$ cat src/rtl/seg7_pkg.sv
// Shared types and constants for the multiplexed seven-segment scan controller.
// Segment patterns are active-high with bit0 = a through bit6 = g.
package seg7_pkg;

   typedef enum logic [1:0] {
      ST_IDLE  = 2'd0,
      ST_DWELL = 2'd1,
      ST_BLANK = 2'd2
   } seg7_state_e;

   localparam logic [6:0] SEG_0     = 7'b0111111;
   localparam logic [6:0] SEG_1     = 7'b0000110;
   localparam logic [6:0] SEG_2     = 7'b1011011;
   localparam logic [6:0] SEG_3     = 7'b1001111;
   localparam logic [6:0] SEG_4     = 7'b1100110;
   localparam logic [6:0] SEG_5     = 7'b1101101;
   localparam logic [6:0] SEG_6     = 7'b1111101;
   localparam logic [6:0] SEG_7     = 7'b0000111;
   localparam logic [6:0] SEG_8     = 7'b1111111;
   localparam logic [6:0] SEG_9     = 7'b1101111;
   localparam logic [6:0] SEG_BLANK = 7'b0000000;

   function automatic int seg7_max(input int a, input int b);
      return (a > b) ? a : b;
   endfunction

endpackage

$ cat src/rtl/seg7_hex_decode.sv
// Combinational nibble to segment decoder; only decimal digits light segments,
// values 10..15 show a blank digit.
module seg7_hex_decode
   import seg7_pkg::*;
(
   input  logic [3:0] i_nibble,
   output logic [6:0] o_seg
);

   // Digit lookup
   always_comb begin
      o_seg = SEG_BLANK;
      case (i_nibble)
         4'd0:    o_seg = SEG_0;
         4'd1:    o_seg = SEG_1;
         4'd2:    o_seg = SEG_2;
         4'd3:    o_seg = SEG_3;
         4'd4:    o_seg = SEG_4;
         4'd5:    o_seg = SEG_5;
         4'd6:    o_seg = SEG_6;
         4'd7:    o_seg = SEG_7;
         4'd8:    o_seg = SEG_8;
         4'd9:    o_seg = SEG_9;
         default: o_seg = SEG_BLANK;
      endcase
   end

endmodule

$ cat src/rtl/seg7_scan_ctrl.sv
// Time-multiplexed seven-segment scanner with dwell/blank timing, a one-deep
// load buffer committed only at frame boundaries, and leading-zero blanking.
module seg7_scan_ctrl
   import seg7_pkg::*;
#(
   parameter int NUM_DIGITS = 4,
   parameter int PRESCALE   = 50000,
   parameter int BLANK_CYC  = 8
) (
   input  logic                    clk,
   input  logic                    rst_n,
   input  logic                    enable,
   input  logic                    lz_suppress,
   input  logic                    load_valid,
   input  logic [4*NUM_DIGITS-1:0] load_data,
   output logic                    load_ready,
   output logic [6:0]              seg,
   output logic [NUM_DIGITS-1:0]   dig_en,
   output logic                    frame_done
);

   localparam int IW = $clog2(NUM_DIGITS);
   localparam int CW = $clog2(seg7_max(PRESCALE, BLANK_CYC) + 1);
   localparam logic [IW-1:0]         LAST_IDX   = IW'(NUM_DIGITS - 1);
   localparam logic [CW-1:0]         DWELL_LAST = CW'(PRESCALE - 1);
   localparam logic [CW-1:0]         BLANK_LAST = CW'(BLANK_CYC - 1);
   localparam logic [NUM_DIGITS-1:0] ONE_HOT    = NUM_DIGITS'(1);
   localparam bit                    HAS_BLANK  = (BLANK_CYC > 0);

   seg7_state_e             r_state;
   logic [IW-1:0]           r_idx;
   logic [CW-1:0]           r_cnt;
   logic [4*NUM_DIGITS-1:0] r_active;
   logic [4*NUM_DIGITS-1:0] r_pending;
   logic                    r_pend_valid;
   logic [6:0]              r_seg;
   logic [NUM_DIGITS-1:0]   r_dig_en;
   logic                    r_frame_done;

   seg7_state_e             w_state_nxt;
   logic [IW-1:0]           w_idx_nxt;
   logic [IW-1:0]           w_idx_inc;
   logic [CW-1:0]           w_cnt_nxt;
   logic                    w_wrap;
   logic                    w_xfer;
   logic                    w_commit;
   logic [4*NUM_DIGITS-1:0] w_active_nxt;
   logic [3:0]              w_nibble;
   logic [6:0]              w_dec_seg;
   logic [6:0]              w_seg_nxt;
   logic [NUM_DIGITS-1:0]   w_dig_en_nxt;

   // True when every nibble from position idx upward is zero.
   function automatic logic upper_zero(input logic [4*NUM_DIGITS-1:0] v,
                                       input logic [IW-1:0] idx);
      logic z;
      z = 1'b1;
      for (int j = 0; j < NUM_DIGITS; j++) begin
         z = z & ~((j >= int'(idx)) && (v[4*j +: 4] != 4'd0));
      end
      return z;
   endfunction

   assign w_idx_inc = (r_idx == LAST_IDX) ? '0 : r_idx + 1'b1;

   // Scan sequencing: dwell -> optional blank -> next digit, wrapping per frame
   always_comb begin
      w_state_nxt = ST_IDLE;
      w_idx_nxt   = '0;
      w_cnt_nxt   = '0;
      w_wrap      = 1'b0;
      if (!enable) begin
         w_state_nxt = ST_IDLE;
      end else begin
         case (r_state)
            ST_IDLE: begin
               w_state_nxt = ST_DWELL;
            end
            ST_DWELL: begin
               if (r_cnt != DWELL_LAST) begin
                  w_state_nxt = ST_DWELL;
                  w_idx_nxt   = r_idx;
                  w_cnt_nxt   = r_cnt + 1'b1;
               end else if (HAS_BLANK) begin
                  w_state_nxt = ST_BLANK;
                  w_idx_nxt   = r_idx;
               end else begin
                  w_state_nxt = ST_DWELL;
                  w_idx_nxt   = w_idx_inc;
                  w_wrap      = (r_idx == LAST_IDX);
               end
            end
            ST_BLANK: begin
               if (r_cnt != BLANK_LAST) begin
                  w_state_nxt = ST_BLANK;
                  w_idx_nxt   = r_idx;
                  w_cnt_nxt   = r_cnt + 1'b1;
               end else begin
                  w_state_nxt = ST_DWELL;
                  w_idx_nxt   = w_idx_inc;
                  w_wrap      = (r_idx == LAST_IDX);
               end
            end
            default: begin
               w_state_nxt = ST_IDLE;
            end
         endcase
      end
   end

   // A frame never mixes values: new data lands only while idle or at the wrap.
   assign w_xfer       = load_valid && !r_pend_valid;
   assign w_commit     = r_pend_valid && ((r_state == ST_IDLE) || w_wrap);
   assign w_active_nxt = w_commit ? r_pending : r_active;
   assign w_nibble     = w_active_nxt[{w_idx_nxt, 2'b00} +: 4];

   seg7_hex_decode u_dec (
      .i_nibble (w_nibble),
      .o_seg    (w_dec_seg)
   );

   // Output pattern for the upcoming cycle, including leading-zero blanking
   always_comb begin
      w_seg_nxt    = SEG_BLANK;
      w_dig_en_nxt = '0;
      if (w_state_nxt == ST_DWELL) begin
         w_dig_en_nxt = ONE_HOT << w_idx_nxt;
         if (lz_suppress && (w_idx_nxt != '0) && upper_zero(w_active_nxt, w_idx_nxt)) begin
            w_seg_nxt = SEG_BLANK;
         end else begin
            w_seg_nxt = w_dec_seg;
         end
      end else begin
         w_seg_nxt    = SEG_BLANK;
         w_dig_en_nxt = '0;
      end
   end

   // State, digit index and shared dwell/blank counter
   always_ff @(posedge clk or negedge rst_n) begin
      if (!rst_n) begin
         r_state <= ST_IDLE;
         r_idx   <= '0;
         r_cnt   <= '0;
      end else begin
         r_state <= w_state_nxt;
         r_idx   <= w_idx_nxt;
         r_cnt   <= w_cnt_nxt;
      end
   end

   // Pending/active display buffers
   always_ff @(posedge clk or negedge rst_n) begin
      if (!rst_n) begin
         r_active     <= '0;
         r_pending    <= '0;
         r_pend_valid <= 1'b0;
      end else begin
         r_active <= w_active_nxt;
         if (w_xfer) begin
            r_pending    <= load_data;
            r_pend_valid <= 1'b1;
         end else if (w_commit) begin
            r_pend_valid <= 1'b0;
         end
      end
   end

   // Registered display drive
   always_ff @(posedge clk or negedge rst_n) begin
      if (!rst_n) begin
         r_seg        <= SEG_BLANK;
         r_dig_en     <= '0;
         r_frame_done <= 1'b0;
      end else begin
         r_seg        <= w_seg_nxt;
         r_dig_en     <= w_dig_en_nxt;
         r_frame_done <= w_wrap;
      end
   end

   assign load_ready = !r_pend_valid;
   assign seg        = r_seg;
   assign dig_en     = r_dig_en;
   assign frame_done = r_frame_done;

endmodule

$ cat config.mk
export PLATFORM = sky130hd
export DESIGN_NAME = seg7_scan_ctrl
export DESIGN_NICKNAME = d
export VERILOG_FILES = /design/src/rtl/seg7_pkg.sv /design/src/rtl/seg7_hex_decode.sv /design/src/rtl/seg7_scan_ctrl.sv
export SDC_FILE = /design/constraint.sdc
export NUM_CORES = 1
export LEC_CHECK = 0
export CAP_MARGIN = 20
export CORE_MARGIN = 5
export CORE_UTILIZATION = 61
export DETAILED_ROUTE_END_ITERATION = 8
export PLACE_DENSITY_LB_ADDON = 0.15
export RECOVER_POWER = 100
export SETUP_SLACK_MARGIN = 0.05
export SYNTH_ARGS = -nofsm -noshare
export SYNTH_HDL_FRONTEND = slang
export SYNTH_SLANG_ARGS = --single-unit
$ cat constraint.sdc
create_clock -name clk -period 10 [get_ports clk]
set_input_delay 1 -clock clk [delete_from_list [all_inputs] [get_ports clk]]
set_output_delay 1 -clock clk [all_outputs]
set_load 0.02 [all_outputs]
==> impl_results.md <==
- Ys Warns: 0
- Psw: 0.238 mW
- Leak pwr: 1.63 nW
- Slowest CP cell: o21ai_0
- # diodes: 0
- Post-Synthesis Cells: 276
- Pint: 0.551 mW
- Post-cts resize count: 0
- Setup bufs post-CTS: 0
- Fin area: 0.00378 mm2
- Final Max Tran Viols: 89
- Routed len/inst: 16.3 um
- Max cap viols: 2
- Drt total wl: 6350 um
- CTS Sinks: 65
- Die Wd: 83 um
- Setup TNS: 0 ns
- CTS Buffer Depth: 2
- Core footprint: 0.00514 mm2
- Cts hold-fix bufs: 0
- Die ar.: 0.00689 mm2
- IO Port Bufs: 33
- Initial antenna violation count: 0
- EDFF count, synth: 0
- Gate power share: 26.2%
- Clock root cell: clkbuf_8
- Total power: 0.789 mW
- Slew headroom: -124%
- Worst path max stage delay: 2.15 ns
- Register area share after synthesis: 50.0%
- Final Worst Setup Slack: 4.33 ns
- Synthesis-to-finish area growth: 16.4%
- Core Rows: 26
- Crit path DAT: 5.90 ns
- GRT overflow: 0
- Number of global-route vias before repair: 2197
- Tmin final: 5.67 ns
- Fin util: 73.6%
- H-tree Lvls: 3
- CP required: 10.23 ns
- Sequential Area: 0.00163 mm2
- Most common cell type on the critical path: a21oi_1
- CP bufs+invs: 1
- Worst setup EP type: flop
- Drt pass-1 iters: 4
- CTS tree: yes
- Dpl hpwl: 4380 um
- Drt drc: 0
- Yosys reg bits: 65
- Syn nets: 308
- Failing checks: max-capacitance violations, max-slew violations
- Hold Path Class: reg -> reg
- Max VDD drop: 122 uV
- Routability Congestion: 0.845
- Initial core utilization: 63.2%
- Placed inst area: 0.00361 mm2
- Via count: 2207
- Total track usage: 19.3%
- Clock group share of total power: 29.9%
- DIE HEIGHT: 83 um
- CP top delay family: compound AO/OA/AOI/OAI gates
- 1st-iter DRT viols: 137
- Max Clock Freq: 0.176 GHz
- R2R Setup Slk: 4.35 ns
- Share of cells above drive strength 1: 15.4%
- Fin. Hold Viols: 0
- Drt via density: 5.67
- Sw frac: 30.2%
- WS Path Type: in -> reg
- Clk_lat worst skew: 0.33 ns
- Num CTS Buffers: 9
- Seq pwr share: 43.9%
- Fillers: 370
- Setup-failing EPs final: 0
- FFs w/ async S/R, synth: 100%
- Worst-path maximum fanout: 22
- Largest net degree at the start of global routing: 66
- First-pass GRT wire length: 10900 um
- Synth Flop Type: dfrtp_1
- Remaining antenna violation count: 0
- Synthesized cell area: 0.00325 mm2
- Clock Skew: 0.00845 ns
- DP Worst Slack: 5.35 ns
- Final net count: 346
- I/O pin count: 34
- Critical Path Start Type: input port
- Final period util: 56.7%
- Area of the multi-input gates: 0.00147 mm2
- Pwr dens: 208 mW/mm2
- RSZ-0062 raised after global routing: false
- Status: finished with violations
- Syn Area/Cell: 11.8 um2
- CP Cell Sequence: clkdlybuf4s50_1, nand4_1, o21ai_0, mux2_1, a22o_1, a21oi_1, a21oi_1, a311oi_1
- Tightest Pin Transition: 3.37 ns
- Reg clk slew, reported paths: 0.07 ns
- Synth unique cells: 56
-- synthesized netlist by cell type, types with 4 or more instances --
master    number  area (um2)
ha_1          11         138
nor4_1         5        31.3
nor3_1         5        25.0
nand2_1       14        52.6
mux2i_1       10         100
inv_1         13        48.8
xor2_1         8        70.1
nand3_1        9        45.0
buf_6          5        56.3
nand3b_1       4        30.0
mux2_2        32         360
nor2_1        24        90.1
xnor2_1        6        52.6
o21ai_0        6        30.0
dfrtp_1       65        1630
-- sequential cells by signal, indices dropped and copies added (netlist names), 2 cells and up --
register,flops
dig_en,4
r_idx,2
r_cnt,16
seg,7
r_pending,16
r_state,2
r_active,16
-- per-stage QoR --
step	cells	hold slack [ns]
after CTS	388	0.458
after detailed placement	372	0.448
after global routing	389	0.478
after floorplan	276	0.425
after global placement	372	0.439
final	389	0.453
-- kinds of logic after synthesis --
logic type | after synthesis | share of synthesized area (%)
buf+inv | 22 | 3.73
compound gates | 30 | 7.66
mux | 45 | 15.5
flops | 65 | 50.0
fa+ha+maj | 11 | 4.23
simple gates | 89 | 15.1
xor+xnor | 14 | 3.77
-- area by class of cell --
type                    instances  share of cell area [%]
well taps                      70                    2.31
flip-flops and latches         65                    43.0
multi-input cells             189                    38.8
clock inverters                 4                    1.32
inverters                      13                    1.29
clock buffers                  12                    4.37
repair buffers                 36                    8.90
-- path summary, 6_finish.rpt --
| kind | cells past startpoint | startpoint | end |
|---|---|---|---|
| setup / recovery | 8 | enable | seg[2]$_DFF_PN0_ |
| hold / removal | 1 | r_cnt[0]$_DFF_PN0_ | r_cnt[0]$_DFF_PN0_ |
| setup reg to reg | 8 | r_cnt[11]$_DFF_PN0_ | seg[2]$_DFF_PN0_ |
| hold reg to reg | 1 | r_cnt[0]$_DFF_PN0_ | r_cnt[0]$_DFF_PN0_ |
| max in group asynchronous | 2 | rst_n | r_pending[3]$_DFFE_PN0P_ |
| min in group asynchronous | 2 | rst_n | frame_done$_DFF_PN0_ |
-- power by group through the flow --
stage,registers (mW),clock network (mW),logic (mW)
2_1_floorplan,0.356,0,0.155
3_3_place_gp,0.351,0,0.218
3_5_place_dp,0.352,0,0.223
4_1_cts,0.347,0.240,0.224
5_1_grt,0.353,0.252,0.228
6_report,0.346,0.236,0.207
-- layer usage --
| layer | GRT usage (%) | up-vias | wire, um |
|---|---|---|---|
| met1 | 27.6 | 1087 | 3030 |
| met3 | 4.85 | 5 | 303 |
| met4 | 5.50 | 0 | 39 |
| met5 | 0 | - | 0 |
| li1 | - | 1056 | - |
| met2 | 29.3 | 59 | 2980 |
-- placed cells by master (no fill, tap or decap), types with 3 or more instances in the layout --
cell	n
nand3_1	9
dlygate4sd3_1	14
and2_1	3
mux2_2	20
mux2_1	13
clkdlybuf4s50_1	18
o21ai_0	8
nor2_1	24
nand3b_1	4
clkbuf_1	3
nand2_1	14
nor4_1	6
nor3b_1	3
a21oi_1	4
ha_1	11
nor3_1	5
xnor2_1	6
inv_1	13
nand4_1	3
clkbuf_8	12
xor2_1	8
dfrtp_1	65
mux2i_1	10
and3_1	3
No activity file was read; power rests on OpenSTA's default activity.
